File: config.mk
export PLATFORM = sky130hd
export DESIGN_NAME = ifmap_row_tagger
export DESIGN_NICKNAME = d
export VERILOG_FILES = /design/src/rtl/ifmap_row_tagger_pkg.sv /design/src/rtl/ifmap_row_tagger_fifo.sv /design/src/rtl/ifmap_row_tagger.sv
export SDC_FILE = /design/constraint.sdc
export NUM_CORES = 1
export LEC_CHECK = 0
export BUFFER_PORTS_ARGS = -buffer_cell sky130_fd_sc_hd__buf_2
export CORE_MARGIN = 2
export CORE_UTILIZATION = 35
export CTS_BUF_LIST = sky130_fd_sc_hd__clkbuf_4
export CTS_CLUSTER_DIAMETER = 60
export DETAILED_ROUTE_END_ITERATION = 8
export PLACE_DENSITY = 0.58
export SLEW_MARGIN = 10
export SYNTH_ARGS = -nofsm -noshare
export SYNTH_HDL_FRONTEND = slang
export SYNTH_SLANG_ARGS = --single-unit
File: constraint.sdc
create_clock -name clk -period 8 [get_ports clk]
set_clock_uncertainty 0.2 [all_clocks]
set_input_delay 1.2 -clock clk [delete_from_list [all_inputs] [get_ports clk]]
set_output_delay 1.2 -clock clk [all_outputs]
set_load 0.01 [all_outputs]
File: src/rtl/ifmap_row_tagger_pkg.sv
// Shared widths, tag bit positions and FSM encoding for the IFmap row tagger.
package ifmap_row_tagger_pkg;

  localparam int DATA_W     = 16;
  localparam int TAG_W      = DATA_W + 2;
  localparam int ROW_LEN_W  = 8;
  localparam int ROWS_W     = 8;
  localparam int SKID_DEPTH = 2;
  localparam int SOR_BIT    = 17;
  localparam int EOR_BIT    = 16;

  typedef enum logic [1:0] {
    ST_IDLE   = 2'd0,
    ST_STREAM = 2'd1,
    ST_DRAIN  = 2'd2
  } state_t;

  function automatic logic [TAG_W-1:0] make_tag(input logic sor, input logic eor,
                                                input logic [DATA_W-1:0] data);
    logic [TAG_W-1:0] word;
    word = {TAG_W{1'b0}};
    word[DATA_W-1:0] = data;
    word[SOR_BIT] = sor;
    word[EOR_BIT] = eor;
    return word;
  endfunction

endpackage

File: src/rtl/ifmap_row_tagger_fifo.sv
// Two-entry skid FIFO holding tagged words between the upstream accept and the IF buffer write.
module tag_skid_fifo #(
  parameter int WIDTH = 18
) (
  input  logic             clk,
  input  logic             clr,
  input  logic             push,
  input  logic             pop,
  input  logic [WIDTH-1:0] din,
  output logic [WIDTH-1:0] head,
  output logic [1:0]       count
);

  logic [WIDTH-1:0] mem_r [2];
  logic             wr_ptr_r;
  logic             rd_ptr_r;
  logic [1:0]       count_r;
  logic             push_ok_s;
  logic             pop_ok_s;

  assign push_ok_s = push && (count_r != 2'd2);
  assign pop_ok_s  = pop && (count_r != 2'd0);

  // storage, pointers and occupancy; clr discards all contents
  always_ff @(posedge clk) begin
    if (!clr) begin
      mem_r[0] <= {WIDTH{1'b0}};
      mem_r[1] <= {WIDTH{1'b0}};
      wr_ptr_r <= 1'b0;
      rd_ptr_r <= 1'b0;
      count_r  <= 2'd0;
    end else begin
      if (push_ok_s) begin
        mem_r[wr_ptr_r] <= din;
        wr_ptr_r        <= ~wr_ptr_r;
      end
      if (pop_ok_s) begin
        rd_ptr_r <= ~rd_ptr_r;
      end
      case ({push_ok_s, pop_ok_s})
        2'b10:   count_r <= count_r + 2'd1;
        2'b01:   count_r <= count_r - 2'd1;
        default: count_r <= count_r;
      endcase
    end
  end

  assign head  = (count_r != 2'd0) ? mem_r[rd_ptr_r] : {WIDTH{1'b0}};
  assign count = count_r;

endmodule

File: src/rtl/ifmap_row_tagger.sv
// Counts upstream activations into programmed rows and emits {sor, eor, data} words to the IF buffer.
module ifmap_row_tagger
  import ifmap_row_tagger_pkg::*;
(
  input  logic                 clk,
  input  logic                 rst,
  input  logic                 start,
  input  logic [ROW_LEN_W-1:0] row_len,
  input  logic [ROWS_W-1:0]    num_rows,
  input  logic                 in_valid,
  input  logic [DATA_W-1:0]    in_data,
  output logic                 in_ready,
  input  logic                 IF_full,
  output logic                 IF_wen,
  output logic [TAG_W-1:0]     IF_din,
  output logic                 busy,
  output logic                 done
);

  state_t               state_r;
  state_t               state_n;
  logic                 done_r;
  logic                 done_n;
  logic                 load_s;
  logic [ROW_LEN_W-1:0] row_len_r;
  logic [ROWS_W-1:0]    num_rows_r;
  logic [ROW_LEN_W-1:0] col_r;
  logic [ROWS_W-1:0]    row_r;
  logic [1:0]           fifo_count_s;
  logic [TAG_W-1:0]     fifo_head_s;
  logic                 accept_s;
  logic                 sor_s;
  logic                 eor_s;
  logic                 last_s;
  logic                 pop_s;

  assign in_ready = (state_r == ST_STREAM) && (fifo_count_s != 2'd2);
  assign accept_s = in_valid && in_ready;
  assign sor_s    = (col_r == {ROW_LEN_W{1'b0}});
  assign eor_s    = (col_r == (row_len_r - {{(ROW_LEN_W-1){1'b0}}, 1'b1}));
  assign last_s   = accept_s && eor_s && (row_r == (num_rows_r - {{(ROWS_W-1){1'b0}}, 1'b1}));
  assign pop_s    = (fifo_count_s != 2'd0) && !IF_full;

  assign IF_wen = pop_s;
  assign IF_din = fifo_head_s;
  assign busy   = (state_r != ST_IDLE);
  assign done   = done_r;

  tag_skid_fifo #(.WIDTH(TAG_W)) u_fifo (
    .clk   (clk),
    .clr   (rst),
    .push  (accept_s),
    .pop   (pop_s),
    .din   (make_tag(sor_s, eor_s, in_data)),
    .head  (fifo_head_s),
    .count (fifo_count_s)
  );

  // next-state and done decision
  always_comb begin
    state_n = state_r;
    done_n  = 1'b0;
    load_s  = 1'b0;
    case (state_r)
      ST_IDLE: begin
        if (start) begin
          if ((row_len != {ROW_LEN_W{1'b0}}) && (num_rows != {ROWS_W{1'b0}})) begin
            state_n = ST_STREAM;
            load_s  = 1'b1;
          end else begin
            done_n = 1'b1;
          end
        end else begin
          state_n = ST_IDLE;
        end
      end
      ST_STREAM: begin
        if (last_s) begin
          state_n = ST_DRAIN;
        end else begin
          state_n = ST_STREAM;
        end
      end
      ST_DRAIN: begin
        // the frame ends on the edge that pops the final buffered word
        if ((fifo_count_s == 2'd0) || ((fifo_count_s == 2'd1) && pop_s)) begin
          state_n = ST_IDLE;
          done_n  = 1'b1;
        end else begin
          state_n = ST_DRAIN;
        end
      end
      default: begin
        state_n = ST_IDLE;
      end
    endcase
  end

  // FSM state and done pulse registers
  always_ff @(posedge clk) begin
    if (!rst) begin
      state_r <= ST_IDLE;
      done_r  <= 1'b0;
    end else begin
      state_r <= state_n;
      done_r  <= done_n;
    end
  end

  // frame configuration and column/row position counters
  always_ff @(posedge clk) begin
    if (!rst) begin
      row_len_r  <= {ROW_LEN_W{1'b0}};
      num_rows_r <= {ROWS_W{1'b0}};
      col_r      <= {ROW_LEN_W{1'b0}};
      row_r      <= {ROWS_W{1'b0}};
    end else if (load_s) begin
      row_len_r  <= row_len;
      num_rows_r <= num_rows;
      col_r      <= {ROW_LEN_W{1'b0}};
      row_r      <= {ROWS_W{1'b0}};
    end else if (accept_s) begin
      if (eor_s) begin
        col_r <= {ROW_LEN_W{1'b0}};
        row_r <= row_r + {{(ROWS_W-1){1'b0}}, 1'b1};
      end else begin
        col_r <= col_r + {{(ROW_LEN_W-1){1'b0}}, 1'b1};
      end
    end else begin
      col_r <= col_r;
      row_r <= row_r;
    end
  end

endmodule

# == Yosys cells after proc, flatten, opt, wreduce, memory -nomap -nowiden ==
# Memory sizes are Yosys's and may differ from the RTL's. A register that Yosys moved wholly into a read port is not among the register bits.
# Cells that the tools add are included.
# word_totals
regBits,39
ram_bits,36
input_bits,37
output_inout_bits,22
wordCells,74
mem_count,1
# op_classes
add_sub_neg,6
n_eq_ne,9
n_mux,24
bitwise_logic,3
n_reduce_logical,22
# memory_table
name,words,width,read_ports,rd_clocked_by_memory_dff,wr,line,text
u_fifo.mem_r,2,18,1,1,2,ifmap_row_tagger_fifo.sv:14,logic [WIDTH-1:0] mem_r [2];
# op_table
operator,count
$mux W18,2
$reduce_or A18 Y1,1
$add A8 B1 Y8 const B,2
$eq A8 B8 Y1,2
$reduce_bool A8 Y1,2
$sub A8 B1 Y8 const B,2
$mux W1,14
$logic_and A1 B1 Y1,9
$logic_not A8 Y1,1
$mux W2,4
$mux W8,1
$eq A2 B1 Y1 const B,3
$pmux W2 S3,1
$reduce_bool A2 Y1,3
$eq A2 B2 Y1 const B,2
$logic_not A2 Y1,2
$pmux W2 S2,1
$ne A3 B3 Y1 const B,1
$not A1 Y1,3
$add A2 B1 Y2 const B,1
$ne A2 B2 Y1 const B,1
$pmux W1 S2,1
$reduce_and A2 Y1,1
$reduce_or A2 Y1,1
other kinds (3),3

# == Logic depth before layout (Yosys ltp) ==
# logic_depth
ltp_word,9
depth_mapped,11
mapped_depth_nobuf,9

# == Cells and area by module ==
# A second synthesis with hierarchy kept.
# hier_totals
hier_cells,422
hier_area_um2,4036.4
# by_module_without_submodules
module,n_inst,cells_per_inst,area_each_um2,seq_area_each_um2
ifmap_row_tagger,1,262,2213.4,700.7
tag_skid_fifo,1,160,1823.0,1181.1

# == Worst setup path before layout ==
# No wires, ideal clock.
# synth_timing
path_type,input to register
startpoint,input in_valid
endpoint,"memory u_fifo.mem_r[0][0], enable pin"
setup_time_ps,418
t_arrival_ps,2731
required_ps,7382
setup_slack_ps,4651
cell_stages,3
n_path_buf,0
cell_sequence,and2_1 -> inv_1 -> o21ai_0
# synth_lines
element,line,text
start: declaration,ifmap_row_tagger.sv:10,"input logic in_valid,"
end: declaration,ifmap_row_tagger_fifo.sv:14,

==> impl_metrics.json <==
{
  "finalSetupViolCount": 0,
  "maxSlewViolCount": 0,
  "netlist_area_um2": 3970,
  "critPathTopFamily": "flip-flops",
  "ys_seq_area_share_pct": 47.4,
  "port-buffer-count": 58,
  "synth_edf_count": 36,
  "crit_arrival_ps": 2070,
  "drive_gt1_share_pct": 17.9,
  "synth-main-ff-cell": "dfxtp_1",
  "grt_pass1_vias": 2900,
  "placementRows": 38,
  "vias": 2988,
  "swShare_pct": 33.6,
  "die_h_um": 110,
  "vias_per_cell": 5.04,
  "relSlewSlack_pct": 25.7,
  "antenna_left": 0,
  "grt_pass1_wl_um": 14100,
  "grt-ovfl-total": 0,
  "synth_cells": 398,
  "path_max_fanout": 18,
  "post_cts_resized": 0,
  "clk_path_buf_depth": 2,
  "die_w_um": 110,
  "critPathMaxStageDelay_ps": 1090,
  "internal_power_w": 0.000596,
  "post-route-util_pct": 41.0,
  "ys_ff_latch": 76,
  "drt-initial-drc-count": 125,
  "syn2layout_area_growth_pct": 13.1,
  "p_switching_w": 0.000301,
  "first_pass_iters": 4,
  "yosysMostFrequentCell": "dfxtp_1",
  "io_pins": 59,
  "hold_slack_ps": 315,
  "cts_tree": "done",
  "rsz0062_at_grt": "false",
  "status": "completed",
  "synth_top_area_share_pct": 27.3,
  "synth_commonest_cells": "dfxtp_1 (40), and2_1 (39), edfxtp_1 (36), mux2i_1 (34), nor2_1 (32)",
  "hpwlAfterDp_um": 5890,
  "worst-path-buf-inv": 1,
  "fmax_mhz": 288,
  "layout.nets": 494,
  "diodes": 0,
  "numCtsBuffers": 9,
  "seqPwrFrac_pct": 51.6,
  "pwr-share-comb_pct": 23.5,
  "place.gp.congestion": 0.712,
  "p_leak_nw": 1.75,
  "cp-start-kind": "flip-flop",
  "die-area_um2": 12200,
  "synthArstFlopShare_pct": 0,
  "syn_area_per_cell_um2": 9.97,
  "drt_wl_total_um": 8330,
  "period_share_pct": 43.4,
  "cts_setup_buffers": 0,
  "setup_ws_ps": 4530,
  "synth_cell_types": 46,
  "grt.total_usage_pct": 13.9,
  "crit_type": "flip-flop to output port",
  "drc_errors": 0,
  "drv_cap": 0,
  "clock-sinks": 76,
  "powerDensity_nw_per_um2": 200,
  "dpl_cell_area_um2": 4360,
  "wl_per_cell_um": 14.0,
  "crit_required_ps": 6600,
  "synth_top_cells_by_area": "edfxtp_1 (27%), dfxtp_1 (20%), mux2i_1 (8.6%)",
  "clockRootBuffer": "clkbuf_4",
  "hold_violations": 0,
  "start_util_pct": 36.3,
  "core_area_um2": 10900,
  "yosys_warnings": 0,
  "clk_pin_slew_ps": 140,
  "hold_buffers": 0,
  "end_kind": "output port",
  "stdcell_area_um2": 4480,
  "clkPwrFrac_pct": 24.8,
  "worstPathCellList": "mux2i_1 -> nor2_1 -> buf_2",
  "worstMarginPinSlew_ps": 1110,
  "fin_crit_ps": 3470,
  "vdd.ir_drop.worst_v": 0.0000796,
  "setup_tns_ps": 0,
  "hold_class": "flip-flop to flip-flop",
  "synth_area_leader_cell": "edfxtp_1",
  "slowest_stage": "dfxtp_1",
  "grt_max_degree": 30,
  "h-tree-depth": 3,
  "grt_antenna_before_repair": 0,
  "syn_nets": 444,
  "pre_cts_ws_ps": 4590,
  "clk_latency_ps": 430
}
[layout by cell type (no fill, tap or decap), types with 7 or more instances in the layout]
cell type and n:
a21oi_1 15, and2_1 39, buf_2 58, clkbuf_4 9, dfxtp_1 40, edfxtp_1 36
ha_1 9, inv_1 13, mux2i_1 34, nand2_1 22, nand3_1 7, nand4_1 9
nor2_1 32, nor2b_1 20, nor3_1 17, nor4_1 7, xnor2_1 21, xor2_1 10
[path summary, 6_finish.rpt]
| path | start | end | slack, ps | cells after the start |
|---|---|---|---|---|
| max | flip-flop | IF_din[6] | 4530 | 3 |
| min | state_r[0] | done | 320 | 1 |
| max reg2reg | row_len_r[0] | row_r[7] | 4910 | 8 |
| min reg2reg | state_r[0] | done | 320 | 1 |
[kinds of logic (layout without fill, tap and decap cells)]
kind of cell             count (synthesis)  after routing  synth area share, %
buffers and inverters                   34             89                 3.50
flip-flops                              76             76                 47.4
AND/OR/NAND/NOR                        172            172                 23.8
multiplexers                            35             35                 8.86
adder cells (fa/ha/maj)                  9              9                 2.84
XOR/XNOR                                31             31                 6.85
AO/OA/AOI/OAI                           41             41                 6.66
[through the flow]
stage               cells  power [W]
floorplan             398   0.000616
global placement      577   0.000683
detailed placement    577   0.000688
CTS                   593   0.000909
global route          593   0.000949
finish                593   0.000897
[flip-flops by register name, summed over array words and instances (netlist names), named ones only]
name             count
state_r              2
row_len_r            8
u_fifo.mem_r        36
row_r                8
num_rows_r           8
u_fifo.rd_ptr_r      1
done                 1
u_fifo.wr_ptr_r      1
col_r                8
u_fifo.count         2
[metal layers]
| metal | vias to the layer above | routed length (um) | global-route usage (%) | share of wire [%] |
|---|---|---|---|---|
| met3 | 7 | 347 | 3.35 | 4.2 |
| met5 | - | 0 | 0 | 0 |
| met4 | 0 | 80 | 3.75 | 0.96 |
| met1 | 1416 | 4040 | 18.3 | 48 |
| li1 | 1502 | - | - | - |
| met2 | 63 | 3870 | 22.9 | 46 |
[power groups by stage]
| stage | logic [W] | clock network [W] | registers (W) |
|---|---|---|---|
| 2_1_floorplan | 0.000164 | 0 | 0.000452 |
| 3_3_place_gp | 0.000211 | 0 | 0.000472 |
| 3_5_place_dp | 0.000215 | 0 | 0.000473 |
| 4_1_cts | 0.000215 | 0.000229 | 0.000464 |
| 5_1_grt | 0.000237 | 0.000244 | 0.000469 |
| 6_report | 0.000211 | 0.000223 | 0.000463 |
[layout make-up]
cell class                 instances  area, um^2
fill                            1106        6450
multi-input combinational        288        1950
sequential                        76        1880
timing repair buffer              60         305
tap                              140         175
clock buffer                       9        67.6
clock inverter                     7        60.1
inverter                          13        48.8
Power figures use the tool's default switching activity.
